<file path="config.mk">
export PLATFORM = sky130hd
export DESIGN_NAME = r_resp_arbiter_flat
export DESIGN_NICKNAME = d
export VERILOG_FILES = /design/src/rtl/r_resp_arbiter_pkg.sv /design/src/rtl/r_resp_arbiter_if.sv /design/src/rtl/r_resp_arbiter_rr_pick.sv /design/src/rtl/r_resp_arbiter.sv /design/src/flat_wrapper.sv
export SDC_FILE = /design/constraint.sdc
export NUM_CORES = 1
export LEC_CHECK = 0
export BUFFER_PORTS_ARGS = -buffer_cell sky130_fd_sc_hd__buf_4
export CAP_MARGIN = 5
export CORE_AREA = 2 2 91 93
export CTS_CLUSTER_DIAMETER = 30
export DETAILED_ROUTE_END_ITERATION = 8
export DIE_AREA = 0 0 93 95
export GPL_ROUTABILITY_DRIVEN = 0
export PLACE_DENSITY = 0.79
export RECOVER_POWER = 50
export SYNTH_ARGS = -nofsm -noshare
export SYNTH_HDL_FRONTEND = slang
export SYNTH_SLANG_ARGS = --single-unit
export TNS_END_PERCENT = 30
</file>
<file path="constraint.sdc">
create_clock -name ACLK -period 2.4 [get_ports ACLK]
set_input_delay 0.48 -clock ACLK [delete_from_list [all_inputs] [get_ports ACLK]]
set_output_delay 0.48 -clock ACLK [all_outputs]
set_load 0.02 [all_outputs]
</file>
<file path="src/rtl/r_resp_arbiter_pkg.sv">
// Shared constants and types for the per-master R-channel response arbiter.
package r_resp_arbiter_pkg;

  localparam int unsigned NUM_S  = 4;
  localparam int unsigned DATA_W = 32;
  localparam int unsigned IDM_W  = 4;
  localparam int unsigned IDS_W  = IDM_W + 4;

  localparam logic [1:0] RRESP_OKAY   = 2'b00;
  localparam logic [1:0] RRESP_DECERR = 2'b11;

  typedef enum logic [0:0] {
    IDLE = 1'b0,
    LOCK = 1'b1
  } r_arb_state_e;

endpackage

</file>
<file path="src/rtl/r_resp_arbiter_if.sv">
// R-channel bundle between the slave-side decoders, the arbiter and one master.
interface r_resp_arbiter_if #(
  parameter int unsigned NUM_S  = r_resp_arbiter_pkg::NUM_S,
  parameter int unsigned DATA_W = r_resp_arbiter_pkg::DATA_W,
  parameter int unsigned IDM_W  = r_resp_arbiter_pkg::IDM_W
);
  localparam int unsigned IDS_W = IDM_W + 4;

  logic [NUM_S-1:0]        req_i;
  logic [NUM_S*IDS_W-1:0]  RID_S;
  logic [NUM_S*DATA_W-1:0] RDATA_S;
  logic [NUM_S*2-1:0]      RRESP_S;
  logic [NUM_S-1:0]        RLAST_S;
  logic [NUM_S-1:0]        RVALID_S;
  logic [NUM_S-1:0]        RREADY_S;
  logic [IDM_W-1:0]        RID_M;
  logic [DATA_W-1:0]       RDATA_M;
  logic [1:0]              RRESP_M;
  logic                    RLAST_M;
  logic                    RVALID_M;
  logic                    RREADY_M;
  logic                    busy_o;
  logic [7:0]              beat_o;

  // Environment side: slaves plus the master's ready.
  modport master (
    output req_i, RID_S, RDATA_S, RRESP_S, RLAST_S, RVALID_S, RREADY_M,
    input  RREADY_S, RID_M, RDATA_M, RRESP_M, RLAST_M, RVALID_M, busy_o, beat_o
  );

  // Arbiter side.
  modport slave (
    input  req_i, RID_S, RDATA_S, RRESP_S, RLAST_S, RVALID_S, RREADY_M,
    output RREADY_S, RID_M, RDATA_M, RRESP_M, RLAST_M, RVALID_M, busy_o, beat_o
  );

endinterface

</file>
<file path="src/rtl/r_resp_arbiter_rr_pick.sv">
// Combinational round-robin picker: first set request at or after ptr, wrapping.
module r_resp_arbiter_rr_pick #(
  parameter int unsigned NUM_S = 4,
  parameter int unsigned PTR_W = 2
) (
  input  logic [NUM_S-1:0] req,
  input  logic [PTR_W-1:0] ptr,
  output logic [NUM_S-1:0] gnt_c,
  output logic             valid_c
);

  logic [PTR_W-1:0] idx;

  // Scan ptr, ptr+1, ... mod NUM_S and take the first requester.
  always_comb begin
    gnt_c   = '0;
    valid_c = 1'b0;
    idx     = '0;
    for (int unsigned k = 0; k < NUM_S; k++) begin
      idx = PTR_W'((32'(ptr) + k) % NUM_S);
      if (!valid_c && req[idx]) begin
        gnt_c[idx] = 1'b1;
        valid_c    = 1'b1;
      end
    end
  end

endmodule

</file>
<file path="src/rtl/r_resp_arbiter.sv">
// Per-master R-channel arbiter: locks one slave for a whole burst, muxes its payload.
module r_resp_arbiter #(
  parameter int unsigned NUM_S  = r_resp_arbiter_pkg::NUM_S,
  parameter int unsigned DATA_W = r_resp_arbiter_pkg::DATA_W,
  parameter int unsigned IDM_W  = r_resp_arbiter_pkg::IDM_W
) (
  input logic             ACLK,
  input logic             ARESETn,
  r_resp_arbiter_if.slave bus
);
  localparam int unsigned IDS_W = IDM_W + 4;
  localparam int unsigned PTR_W = (NUM_S > 1) ? $clog2(NUM_S) : 1;

  import r_resp_arbiter_pkg::*;

  r_arb_state_e      state_q, state_d;
  logic [NUM_S-1:0]  grant_q, grant_d;
  logic [PTR_W-1:0]  rr_ptr_q, rr_ptr_d;
  logic [7:0]        beat_q, beat_d;

  logic [NUM_S-1:0]  elig;
  logic [NUM_S-1:0]  pick_gnt;
  logic              pick_vld;
  logic [PTR_W-1:0]  g_idx;
  logic              lock;
  logic              beat_hs;
  logic              beat_last;

  logic [IDM_W-1:0]  sel_id;
  logic [DATA_W-1:0] sel_data;
  logic [1:0]        sel_resp;
  logic              sel_last;
  logic              sel_valid;

  // Upper (slave-tag) RID bits are dropped on the way to the master.
  logic              unused_rid;
  assign unused_rid = ^bus.RID_S;

  assign elig = bus.req_i & bus.RVALID_S;

  r_resp_arbiter_rr_pick #(
    .NUM_S (NUM_S),
    .PTR_W (PTR_W)
  ) u_pick (
    .req     (elig),
    .ptr     (rr_ptr_q),
    .gnt_c   (pick_gnt),
    .valid_c (pick_vld)
  );

  // Select the granted slave's payload and index from the one-hot grant.
  always_comb begin
    sel_id    = '0;
    sel_data  = '0;
    sel_resp  = '0;
    sel_last  = 1'b0;
    sel_valid = 1'b0;
    g_idx     = '0;
    for (int unsigned s = 0; s < NUM_S; s++) begin
      if (grant_q[s]) begin
        g_idx     = PTR_W'(s);
        sel_id    = bus.RID_S[s*IDS_W +: IDM_W];
        sel_data  = bus.RDATA_S[s*DATA_W +: DATA_W];
        sel_resp  = bus.RRESP_S[s*2 +: 2];
        sel_last  = bus.RLAST_S[s];
        sel_valid = bus.RVALID_S[s];
      end
    end
  end

  assign lock      = (state_q == LOCK);
  assign beat_hs   = lock & sel_valid & bus.RREADY_M;
  assign beat_last = beat_hs & sel_last;

  assign bus.RVALID_M = lock & sel_valid;
  assign bus.RID_M    = lock ? sel_id   : '0;
  assign bus.RDATA_M  = lock ? sel_data : '0;
  assign bus.RRESP_M  = lock ? sel_resp : '0;
  assign bus.RLAST_M  = lock & sel_last;
  assign bus.RREADY_S = lock ? (grant_q & {NUM_S{bus.RREADY_M}}) : '0;
  assign bus.busy_o   = lock;
  assign bus.beat_o   = beat_q;

  // Next-state: grab an eligible slave in IDLE, release after the RLAST handshake.
  always_comb begin
    state_d  = state_q;
    grant_d  = grant_q;
    rr_ptr_d = rr_ptr_q;
    beat_d   = beat_q;
    case (state_q)
      IDLE: begin
        if (pick_vld) begin
          state_d = LOCK;
          grant_d = pick_gnt;
        end
      end
      LOCK: begin
        if (beat_hs && (beat_q != 8'hFF)) begin
          beat_d = beat_q + 8'd1;
        end
        if (beat_last) begin
          state_d  = IDLE;
          grant_d  = '0;
          beat_d   = '0;
          rr_ptr_d = (g_idx == PTR_W'(NUM_S - 1)) ? '0 : g_idx + PTR_W'(1);
        end
      end
      default: begin
        state_d = IDLE;
        grant_d = '0;
      end
    endcase
  end

  // State, grant, round-robin pointer and beat counter registers.
  always_ff @(posedge ACLK or negedge ARESETn) begin
    if (!ARESETn) begin
      state_q  <= IDLE;
      grant_q  <= '0;
      rr_ptr_q <= '0;
      beat_q   <= '0;
    end else begin
      state_q  <= state_d;
      grant_q  <= grant_d;
      rr_ptr_q <= rr_ptr_d;
      beat_q   <= beat_d;
    end
  end

endmodule

</file>
<file path="src/flat_wrapper.sv">
// flat-port wrapper written by rule: the top's interface ports become plain ports
module r_resp_arbiter_flat import r_resp_arbiter_pkg::*;
#(
  parameter int unsigned NUM_S  = r_resp_arbiter_pkg::NUM_S,
  parameter int unsigned DATA_W = r_resp_arbiter_pkg::DATA_W,
  parameter int unsigned IDM_W  = r_resp_arbiter_pkg::IDM_W
)
  (ACLK, ARESETn, bus_req_i, bus_RID_S, bus_RDATA_S, bus_RRESP_S, bus_RLAST_S, bus_RVALID_S, bus_RREADY_M, bus_RREADY_S, bus_RID_M, bus_RDATA_M, bus_RRESP_M, bus_RLAST_M, bus_RVALID_M, bus_busy_o, bus_beat_o);
  r_resp_arbiter_if #(.NUM_S(NUM_S), .DATA_W(DATA_W), .IDM_W(IDM_W)) bus_i ();
  input logic ACLK;
  input logic ARESETn;
  input wire logic [$bits(bus_i.req_i)-1:0] bus_req_i;
  input wire logic [$bits(bus_i.RID_S)-1:0] bus_RID_S;
  input wire logic [$bits(bus_i.RDATA_S)-1:0] bus_RDATA_S;
  input wire logic [$bits(bus_i.RRESP_S)-1:0] bus_RRESP_S;
  input wire logic [$bits(bus_i.RLAST_S)-1:0] bus_RLAST_S;
  input wire logic [$bits(bus_i.RVALID_S)-1:0] bus_RVALID_S;
  input wire logic [$bits(bus_i.RREADY_M)-1:0] bus_RREADY_M;
  output wire logic [$bits(bus_i.RREADY_S)-1:0] bus_RREADY_S;
  output wire logic [$bits(bus_i.RID_M)-1:0] bus_RID_M;
  output wire logic [$bits(bus_i.RDATA_M)-1:0] bus_RDATA_M;
  output wire logic [$bits(bus_i.RRESP_M)-1:0] bus_RRESP_M;
  output wire logic [$bits(bus_i.RLAST_M)-1:0] bus_RLAST_M;
  output wire logic [$bits(bus_i.RVALID_M)-1:0] bus_RVALID_M;
  output wire logic [$bits(bus_i.busy_o)-1:0] bus_busy_o;
  output wire logic [$bits(bus_i.beat_o)-1:0] bus_beat_o;
  assign bus_i.req_i = bus_req_i;
  assign bus_i.RID_S = bus_RID_S;
  assign bus_i.RDATA_S = bus_RDATA_S;
  assign bus_i.RRESP_S = bus_RRESP_S;
  assign bus_i.RLAST_S = bus_RLAST_S;
  assign bus_i.RVALID_S = bus_RVALID_S;
  assign bus_i.RREADY_M = bus_RREADY_M;
  assign bus_RREADY_S = bus_i.RREADY_S;
  assign bus_RID_M = bus_i.RID_M;
  assign bus_RDATA_M = bus_i.RDATA_M;
  assign bus_RRESP_M = bus_i.RRESP_M;
  assign bus_RLAST_M = bus_i.RLAST_M;
  assign bus_RVALID_M = bus_i.RVALID_M;
  assign bus_busy_o = bus_i.busy_o;
  assign bus_beat_o = bus_i.beat_o;
  r_resp_arbiter #(.NUM_S(NUM_S), .DATA_W(DATA_W), .IDM_W(IDM_W)) u_core (.ACLK(ACLK), .ARESETn(ARESETn), .bus(bus_i));
endmodule
</file>
* After elaboration in Yosys (flattened, before gate mapping)
Cells that the tools add are included.
Cells by class: add/subtract/negate cells 5, $lt $le $gt $ge 8, equal/unequal tests 4, muxes and demuxes 60, bitwise logic cells 10, reductions and logical operators 15
Operator list (number):
- 32-bit 2-to-1 mux | 5
- 4-bit 2-to-1 mux | 12
- 1-bit 2-to-1 mux | 23
- 2-bit 2-to-1 mux | 8
- 8-bit 2-to-1 mux | 2
- 2-bit by 3-bit less-than comparator with 1-bit output (second input constant) | 4
- 4-bit bitwise OR | 3
- 8-bit by 1-bit adder with 8-bit output (second input constant) | 1
- 4-bit bitwise AND | 2
- 1-bit binary-select mux with 2-bit select | 4
- 1-bit demux with 2-bit select | 4
- 2-bit by 1-bit >= comparator with 1-bit output (second input constant) | 4
- 1-bit logical AND | 8
- 8-bit inequality test (second input constant) | 1
- 4-bit case mux with 2 select lines | 1
- 2-bit AND reduction | 3
- 2-bit by 1-bit adder with 2-bit output (second input constant) | 2
- 2-bit adder (second input constant) | 2
- 1-bit bitwise AND | 4
- 1-bit logical NOT | 3
- 2-bit equality test (second input constant) | 1
- 2-bit by 1-bit inequality test with 1-bit output (second input constant) | 1
- 2-bit inequality test (second input constant) | 1
- 1-bit case mux with 2 select lines | 1
- 2 further kinds | 2
Storage, ports and cells: register bits after elaboration 15

* Logic depth before layout (Yosys ltp)
Gate-level depths: netlist of run 1.
depth after elaboration 15, mapped depth 8

* Hierarchy
Synthesis of run 1 repeated with hierarchy kept, for this count alone.
Unflattened totals: cell total of the unflattened synthesis 384, area total of the unflattened synthesis 2632.5 um2
By module, submodules not included:
- r_resp_arbiter | instances 1, cells each 322, area an instance 2138.3 um2, seq. area each 375.4 um2
- r_resp_arbiter_rr_pick | instances 1, cells each 62, area an instance 494.2 um2, seq. area each 0.0 um2

* Least setup slack after synthesis of run 1
No wires, ideal clock.
kind flip-flop to output port, from reg u_core.grant_q[1], to out bus_RDATA_M[0], arrival 1.756 ns, setup slack 0.164 ns, stages on the path, launching flop included 8, path buffers 3, cell sequence dfrtp_1 -> buf_2 -> nor2b_1 -> buf_2 -> buf_1 -> a221o_1 -> o211ai_1 -> a21oi_1
On the way: word-level cells in the longest chain between the ends 4
Ends and longest elaborated chain:
- start, declared | line r_resp_arbiter.sv:17 | logic [NUM_S-1:0] grant_q, grant_d;
- start signal, assigned | line r_resp_arbiter.sv:124 | grant_q <= grant_d;
- 32-bit 2-to-1 mux (3 in a row) | line r_resp_arbiter.sv:60 | if (grant_q[s]) begin
- 32-bit 2-to-1 mux | line r_resp_arbiter.sv:77 | assign bus.RDATA_M = lock ? sel_data : '0;
- end, declared | line flat_wrapper.sv:21 | output wire logic [$bits(bus_i.RDATA_M)-1:0] bus_RDATA_M;
No other way between the ends.

* Worst setup path in the final report of run 1
from reg u_core.grant_q[2], to out bus_RVALID_M
On the way: word-level cells in the longest chain between the ends 3
Ends and longest elaborated chain:
- 1-bit 2-to-1 mux (2 in a row) | line r_resp_arbiter.sv:60
- 1-bit bitwise AND | line r_resp_arbiter.sv:75 | assign bus.RVALID_M = lock & sel_valid;
- end, declared | line flat_wrapper.sv:24 | output wire logic [$bits(bus_i.RVALID_M)-1:0] bus_RVALID_M;
No other way between the ends.

==> impl_metrics.toml, run 1 <==
[status]
outcome = "complete, no violations"

[synthesis]
async_flop_share = 1.00
synth_area_um2 = 2360
ys_ff_latch = 15
postSynthCellCount = 316
syn_area_per_cell_um2 = 7.46
ys_warn_count = 0
synth_nets = 508
synth_cell_type_count = 42
synth_edf_count = 0
ys_seq_area_frac = 0.159
synth-main-ff-cell = "dfrtp_1"

[routing]
route.detailed.drc = 0
vias_per_cell = 5.63
dr.pass1.iters = 7
routed-via-count = 3535
drt-total-wl_um = 11000
wl_per_cell_um = 17.6
antenna_left = 0
drt_iter0_markers = 212

[timing]
clock_skew_ns = 0.00188
finalSetupViolations = 0
rsz0062_at_grt = "no"
min_period_ns = 2.28
finalCritPeriodShare = 0.949
slew_violations = 0
setup_slack_ns = 0.122
tns_ns = 0
relSlewSlack = 0.465
hold_viol = 0
holdWs_ns = 0.295
tightest_slew_ns = 0.802
max_freq_ghz = 0.439

[floorplan]
die_height_um = 95
core.rowCount = 33
io_pins = 236
start_util = 0.297
core_um2 = 7930
die_w_um = 93
dieArea_um2 = 8840

[setup_path]
critical_path.startpoint = "u_core.grant_q[2]"
crit_arrival_ns = 1.80
start_kind = "flip-flop"
worstPathCellList = "buf_12 -> nor2b_4 -> o41ai_4 -> and2_1 -> buf_4"
r2r_slack_ns = 0.22
cpPeakStageDelay_ns = 0.44
cp.required_ns = 1.92
timing.rr.start = "u_core.grant_q[2]"
slowest_stage = "dfrtp_1"
cp-end-kind = "output pin"
rr_worst_depth = 6
regToRegEndpoint = "u_core.rr_ptr_q[1]"
critPathMaxFanout = 45
critPathKind = "reg2out"

[cells_and_area]
layout-drive-gt1-share = 0.456
final_cell_mix = "218 x buf_4, 51 x nand2_1, 43 x a21oi_1, 42 x a221o_1, 39 x o211ai_1"
stdcell_count = 628
layout.nets = 715
fillCellCount = 785
mostFrequentLayoutCell = "buf_4"
area_delta_synth_final_pct = 75.5

[clock_tree]
clkLatencyLatePin_ns = 0.24
clk_pin_slew_worst_paths_ns = 0.06
cts_made_buffers = 3
htreeDepth = 1
cts-root-buf = "clkbuf_8"
cts_tree = "yes"
cts.sinks = 15
clockBufferDepth = 2

[pwr]
power.density_nw_per_um2 = 1140
vdd_drop_max_mv = 0.502
leakagePower_nw = 1.89

[grt]
grt_usage = 0.222
overflow = 0
grt_pass1_vias = 3198
grt_pass1_wl_um = 16000
antenna_found_initial = 1
grt_max_degree = 46

[placed_design]
dp_hpwl_um = 8520
io_buffers = 219
dp.cells = 623
pre_cts_ws_ns = 0.172

[job]
drv_cap = 0

[worst_hold_path]
hold_class = "in2async"
report_power, final:
part	leakage (nW)	switching, mW	total [mW]	internal (mW)
clock network	0.0255	0.0894	0.204	0.115
registers	0.193	0.153	0.481	0.328
logic	1.67	2.21	4.01	1.81
sequential cells by signal, summed over array words and instances (netlist names):
signal	flops
u_core.rr_ptr_q	2
u_core.grant_q	4
u_core.bus.busy_o	1
u_core.bus.beat_o	8
cells by family after synthesis:
family / count (synthesis) / share of synthesized area
multiplexers: 3 / 0.0234
AO/OA/AOI/OAI: 150 / 0.492
AND/OR/NAND/NOR: 91 / 0.186
XOR/XNOR: 3 / 0.0112
buffers and inverters: 45 / 0.0802
adder cells (fa/ha/maj): 9 / 0.0478
flip-flops: 15 / 0.159
through the flow:
| stage | utilization | cell area [um2] | total power [mW] |
|---|---|---|---|
| floorplan | - | 2360 | 2.95 |
| global placement | 0.522 | 4140 | 4.43 |
| detailed placement | 0.522 | 4140 | 4.51 |
| CTS | 0.528 | 4190 | 4.73 |
| global route | 0.521 | 4130 | 5.03 |
| finish | 0.522 | 4140 | 4.70 |
cell usage after synthesis, types with 2 or more instances:
cell type / number / share of area
and3_1: 5 / 0.013
nand3_1: 5 / 0.011
clkbuf_1: 25 / 0.040
o211ai_1: 39 / 0.12
a21oi_1: 43 / 0.091
or3_1: 3 / 0.0080
buf_2: 4 / 0.0085
nor2_1: 8 / 0.013
o41ai_4: 2 / 0.023
ha_1: 9 / 0.048
nor2b_1: 2 / 0.0053
nor3_1: 2 / 0.0042
and2_1: 3 / 0.0080
o21ai_0: 7 / 0.015
a32oi_1: 4 / 0.015
nand4_1: 5 / 0.013
nor3_2: 2 / 0.0085
dfrtp_1: 15 / 0.16
o21ai_1: 4 / 0.0085
buf_6: 2 / 0.0096
nand2_1: 51 / 0.081
buf_1: 3 / 0.0048
mux4_2: 2 / 0.019
xnor2_1: 3 / 0.011
inv_1: 10 / 0.016
a221o_1: 42 / 0.18
final cells by class:
class                           count  area (um2)  area share
Inverter                           11        41.3     0.00998
Clock inverter                      1        5.00     0.00121
Antenna cell                        1        2.50    0.000605
Multi-Input combinational cell    256        1780       0.431
Tap cell                          105         131      0.0318
Timing Repair Buffer              236        1750       0.424
Sequential cell                    15         378      0.0914
Clock buffer                        3        41.3     0.00998
worst max path at each step:
stage	end	slack, ns	cells past startpoint
final	bus_RVALID_M	0.12	5
after global routing	bus_RVALID_M	0.03	5
after detailed placement	u_core.bus.beat_o[0]	0.17	7
after CTS	bus_RDATA_M[6]	0.1	6
after floorplan	bus_RDATA_M[0]	0.16	7
after global placement	u_core.bus.beat_o[0]	0.20	7
what timing repair did:
item / CTS / global route
setup buffers: 0 / 0
endpoints found under the setup margin: 0 / 2
gates resized for setup: 0 / 3
hold buffers: 0 / 0
layer usage:
layer / wire [um] / vias to the layer above / part of all wire / global-route usage
met5: 0 / - / 0 / 0
li1: - / 1663 / - / -
met4: 125 / 0 / 0.011 / 0.0368
met1: 4280 / 1689 / 0.39 / 0.274
met2: 5740 / 167 / 0.52 / 0.412
met3: 884 / 16 / 0.080 / 0.0343
critical path: cells and delay by family, from the launching register on:
family	cells	cell delay, ns
flip-flops	1	0.44
buffers and inverters	2	0.35
AO/OA/AOI/OAI	1	0.40
AND/OR/NAND/NOR	2	0.34
Power figures use the tool's default switching activity.
==> inputs of run 2 (changes only) <==
--- a/config.mk
+++ b/config.mk
@@ -8,10 +8,11 @@
 export BUFFER_PORTS_ARGS = -buffer_cell sky130_fd_sc_hd__buf_4
 export CAP_MARGIN = 5
 export CORE_AREA = 2 2 91 93
-export CTS_CLUSTER_DIAMETER = 30
+export CTS_CLUSTER_DIAMETER = 60
 export DETAILED_ROUTE_END_ITERATION = 8
 export DIE_AREA = 0 0 93 95
 export GPL_ROUTABILITY_DRIVEN = 0
+export GPL_TIMING_DRIVEN = 0
 export PLACE_DENSITY = 0.79
 export RECOVER_POWER = 50
 export SYNTH_ARGS = -nofsm -noshare
==> run 2 against run 1 <==
  * Sequential share of layout area shrank 0.24 points
  * Power grew 3.3%
  * Flip-flop and latch count is the same
  * Global-route usage grew 1.3 points
  * Final cell count grew 3.0%
  * Critical path depth grew 2
  * Count of clock-buffer cells in the layout is the same
  * Wire length grew 6.4%
==> impl_metrics.toml, run 2 (synthesized netlist as in run 1, its figures left out) <==
[status]
outcome = "complete, no violations"

[setup_path]
worstPathCellList = "buf_6 -> inv_1 -> clkbuf_4 -> clkbuf_4 -> o211ai_1 -> a21oi_1 -> buf_4"
start_kind = "flip-flop"
critPathKind = "reg2out"
slowest_stage = "dfrtp_1"
cp-end-kind = "output pin"
crit_arrival_ns = 1.87
critPathMaxFanout = 10
crit_top_cell = "clkbuf_4"
cpPeakStageDelay_ns = 0.41
cp.required_ns = 1.92
r2r_slack_ns = 0.24

[routing]
routed-via-count = 3601
vias_per_cell = 5.57
wl_per_cell_um = 18.1
route.detailed.drc = 0
drt-total-wl_um = 11700
dr.pass1.iters = 4
antenna_left = 0
drt_iter0_markers = 149

[timing]
relSlewSlack = 0.444
finalCritPeriodShare = 0.978
holdWs_ns = 0.287
max_freq_ghz = 0.426
rsz0062_at_grt = "yes"
slew_violations = 0
clock_skew_ns = 0.00951
hold_viol = 0
tightest_slew_ns = 0.833
min_period_ns = 2.35
tns_ns = 0
finalSetupViolations = 0
setup_slack_ns = 0.0532

[grt]
antenna_found_initial = 0
grt_most_used_layer = "met2"
overflow = 0
grt_max_degree = 16
grt_use_met2 = 0.417
grt_usage = 0.235
grt_pass1_vias = 3288
grt_pass1_wl_um = 16800
grt_util_met1 = 0.292
gr-usage-met3 = 0.0479

[pwr]
clock_power_share = 0.044
switching_share = 0.521
power.density_nw_per_um2 = 1140
power.switching_mw = 2.53
p_comb_frac = 0.863
p_total_mw = 4.85
leakagePower_nw = 1.97
vdd_drop_max_mv = 0.627
seq_power_share = 0.093
p_int_mw = 2.32

[floorplan]
die_w_um = 93
die_height_um = 95
core.rowCount = 33
dieArea_um2 = 8840
start_util = 0.297
io_pins = 236
core_um2 = 7930

[cells_and_area]
mostFrequentLayoutCell = "buf_4"
layout-drive-gt1-share = 0.480
largest_reg_flops = 8
antenna_cells = 0
final_area_um2 = 4250
finish.utilization = 0.536
fillCellCount = 781
area_delta_synth_final_pct = 80.4
layout.nets = 735
final_cell_mix = "215 x buf_4, 51 x nand2_1, 42 x a221o_1, 41 x a21oi_1, 39 x o211ai_1"
stdcell_count = 647

[clock_tree]
cts_made_buffers = 3
cts.sinks = 15
clkLatencyLatePin_ns = 0.26
cts_tree = "yes"
cts-root-buf = "clkbuf_8"
htreeDepth = 1
clockBufferDepth = 2
cts_hold_buf = 0
clk_pin_slew_worst_paths_ns = 0.07

[placed_design]
pre_cts_ws_ns = -0.205
dp_hpwl_um = 9230
io_buffers = 219
dp.cells = 640
place_area_um2 = 4130

[job]
drv_cap = 0

[worst_hold_path]
hold_class = "in2async"
## run 2: timing repair
item | 4_1_cts | 5_1_grt
endpoints found under the hold margin | 0 | 0
setup buffers | 2 | 2
gates resized for setup | 24 | 29
setup endpoints to repair | 37 | 38
pin swaps | 0 | 11
## run 2: worst max-delay path, delay by kind of cell, from the launching register on
family | cells | cell delay [ns]
DFF | 1 | 0.41
buffers and inverters | 5 | 0.87
AOI/OAI and AO/OA | 2 | 0.31
## run 2: metal layers
layer,wire (um),vias up
met3,931,19
met1,4590,1703
met5,0,-
met2,6010,176
li1,-,1703
met4,212,0
## run 2: path summary, 6_finish.rpt
path / startpoint / end / depth (start not counted)
setup / recovery: u_core.grant_q[2] / bus_RDATA_M[27] / 7
hold / removal: ARESETn / u_core.rr_ptr_q[1] / 1
setup reg to reg: u_core.rr_ptr_q[0] / u_core.grant_q[2] / 7
hold reg to reg: u_core.bus.beat_o[6] / u_core.bus.beat_o[6] / 2
max in group asynchronous: ARESETn / u_core.grant_q[0] / 1
min in group ACLK: u_core.bus.beat_o[6] / u_core.bus.beat_o[6] / 2
## run 2: cell type report
type,count,area (um2),share of cell area
plain buffers,33,210,0.0495
clock inverters,1,5.00,0.00118
well taps,105,131,0.0309
clock buffers,3,41.3,0.00972
inverters,11,41.3,0.00972
multi-input cells,256,1800,0.424
repair buffers,223,1640,0.386
flip-flops and latches,15,378,0.0889
## run 2: power groups by stage
stage	combinational (mW)	sequential, mW	clock, mW
global placement	3.96	0.435	0
detailed placement	4.02	0.440	0
floorplan	2.51	0.447	0
CTS	4.12	0.445	0.217
global route	4.49	0.467	0.226
finish	4.19	0.450	0.214
==> inputs of run 3 (changes only) <==
==> constraint.sdc (replaced) <==
create_clock -name ACLK -period 2.4 [get_ports ACLK]
set_input_delay 0.48 -clock ACLK [delete_from_list [all_inputs] [get_ports ACLK]]
set_output_delay 0.48 -clock ACLK [all_outputs]
set_load 0.005 [all_outputs]
==> run 3 against run 2 <==
  * Register-to-register slack worse by 0.03 ns
  * Worst hold slack gained 0.0057 ns
  * Wire length is 0.19% lower
  * Sequential share of layout area about the same
  * Largest cell class unchanged
  * Critical path depth unchanged
  * Final cell count is 0.15% lower
  * Final area is 0.41% lower
  * Highest routed layer unchanged
==> impl_metrics.toml, run 3 (synthesized netlist as in run 1, its figures left out) <==
[status]
outcome = "complete, no violations"

[setup_path]
slowest_stage = "dfrtp_2"
crit_top_cell = "buf_4"
critPathMaxFanout = 10
cpPeakStageDelay_ns = 0.43
start_kind = "flip-flop"
rr_worst_depth = 8
worstPathCellList = "nor2b_2 -> buf_4 -> buf_6 -> a221o_1 -> o211ai_1 -> a21oi_1 -> buf_4"
regToRegEndpoint = "u_core.bus.beat_o[7]"
timing.rr.start = "u_core.grant_q[2]"
cp-end-kind = "output pin"
crit_arrival_ns = 1.86
critPathKind = "reg2out"
r2r_slack_ns = 0.21
cp.required_ns = 1.92

[clock_tree]
cts-root-buf = "clkbuf_8"
cts.sinks = 15
cts_made_buffers = 3
clk_pin_slew_worst_paths_ns = 0.07
htreeDepth = 1
cts_tree = "yes"
clockBufferDepth = 2
clkLatencyLatePin_ns = 0.26

[pwr]
p_total_mw = 4.19
vdd_drop_max_mv = 0.604
power.density_nw_per_um2 = 991
leakagePower_nw = 1.98

[timing]
relSlewSlack = 0.434
max_freq_ghz = 0.427
tns_ns = 0
clock_skew_ns = 0.00848
finalSetupViolations = 0
min_period_ns = 2.34
slew_violations = 0
setup_slack_ns = 0.0562
tightest_slew_ns = 0.850
hold_viol = 0
finalCritPeriodShare = 0.977

[routing]
routed-via-count = 3569
dr.pass1.iters = 4
antenna_left = 0
vias_per_cell = 5.52
wl_per_cell_um = 18.1
route.detailed.drc = 0
drt-total-wl_um = 11700
drt_iter0_markers = 178

[floorplan]
dieArea_um2 = 8840
core_um2 = 7930
start_util = 0.297
io_pins = 236
die_height_um = 95
core.rowCount = 33
die_w_um = 93

[placed_design]
dp_hpwl_um = 9230
io_buffers = 219
pre_cts_ws_ns = -0.173

[cells_and_area]
antenna_cells = 0
layout.nets = 734
area_delta_synth_final_pct = 79.6
finish.utilization = 0.534
mostFrequentLayoutCell = "buf_4"
final_cell_mix = "216 x buf_4, 51 x nand2_1, 42 x a221o_1, 42 x a21oi_1, 39 x o211ai_1"
layout-drive-gt1-share = 0.479
largest_reg_flops = 8

[grt]
grt_pass1_wl_um = 16700
grt_pass1_vias = 3275
overflow = 0
grt_max_degree = 16
grt_usage = 0.234
antenna_found_initial = 0

[job]
drv_cap = 0

[worst_hold_path]
hold_class = "in2async"
==> run 3: layer usage <==
layer | routed length, um | vias to the layer above | GRT usage
met4 | 200 | 0 | 0.0588
met2 | 6030 | 166 | 0.414
met1 | 4600 | 1685 | 0.292
met5 | 0 | - | 0
li1 | - | 1699 | -
met3 | 893 | 19 | 0.0479
==> run 3: worst max path at each step <==
stage / from / endpoint / slack (ns) / depth (start not counted)
floorplan: u_core.grant_q[1] / bus_RDATA_M[0] / 0.38 / 7
global placement: u_core.grant_q[1] / bus_RDATA_M[10] / -0.13 / 8
detailed placement: u_core.grant_q[1] / bus_RDATA_M[9] / -0.17 / 8
CTS: u_core.grant_q[1] / bus_RDATA_M[9] / -0.002 / 8
global route: u_core.grant_q[0] / bus_RDATA_M[9] / -0.004 / 7
finish: u_core.grant_q[0] / bus_RDATA_M[9] / 0.06 / 7
==> run 3: final cells by class <==
cell class | count | area (um2)
Fill cell | 769 | 3700
Multi-Input combinational cell | 256 | 1770
Timing Repair Buffer | 222 | 1660
Sequential cell | 15 | 378
Buffer | 33 | 200
Tap cell | 105 | 131
Clock buffer | 3 | 41.3
Inverter | 11 | 41.3
Clock inverter | 1 | 5.00
==> run 3: through the flow <==
stage | hold WS, ns | cell area [um2] | cells
2_1_floorplan | 0.184 | 2360 | 316
3_3_place_gp | 0.345 | 4130 | 640
3_5_place_dp | 0.350 | 4130 | 640
4_1_cts | 0.0685 | 4210 | 644
5_1_grt | 0.347 | 4230 | 646
6_report | 0.293 | 4230 | 646
==> run 3: what timing repair did <==
action,in CTS,in global routing
pin swaps,0,6
hold buffers,0,0
endpoints found under the setup margin,32,38
gates resized for setup,18,28
buffers inserted,1,2
==> run 3: report_power, final <==
| group | internal (mW) | leakage, nW | switching, mW |
|---|---|---|---|
| Sequential | 0.327 | 0.194 | 0.127 |
| Clock | 0.116 | 0.0255 | 0.100 |
| Combinational | 1.82 | 1.76 | 1.70 |
==> run 3: critical path, delay by kind of cell, from the launching register on <==
family                 cells  cell delay [ns]
buffers and inverters      3             0.42
AO/OA/AOI/OAI              3             0.58
flip-flops                 1             0.43
AND/OR/NAND/NOR            1             0.17
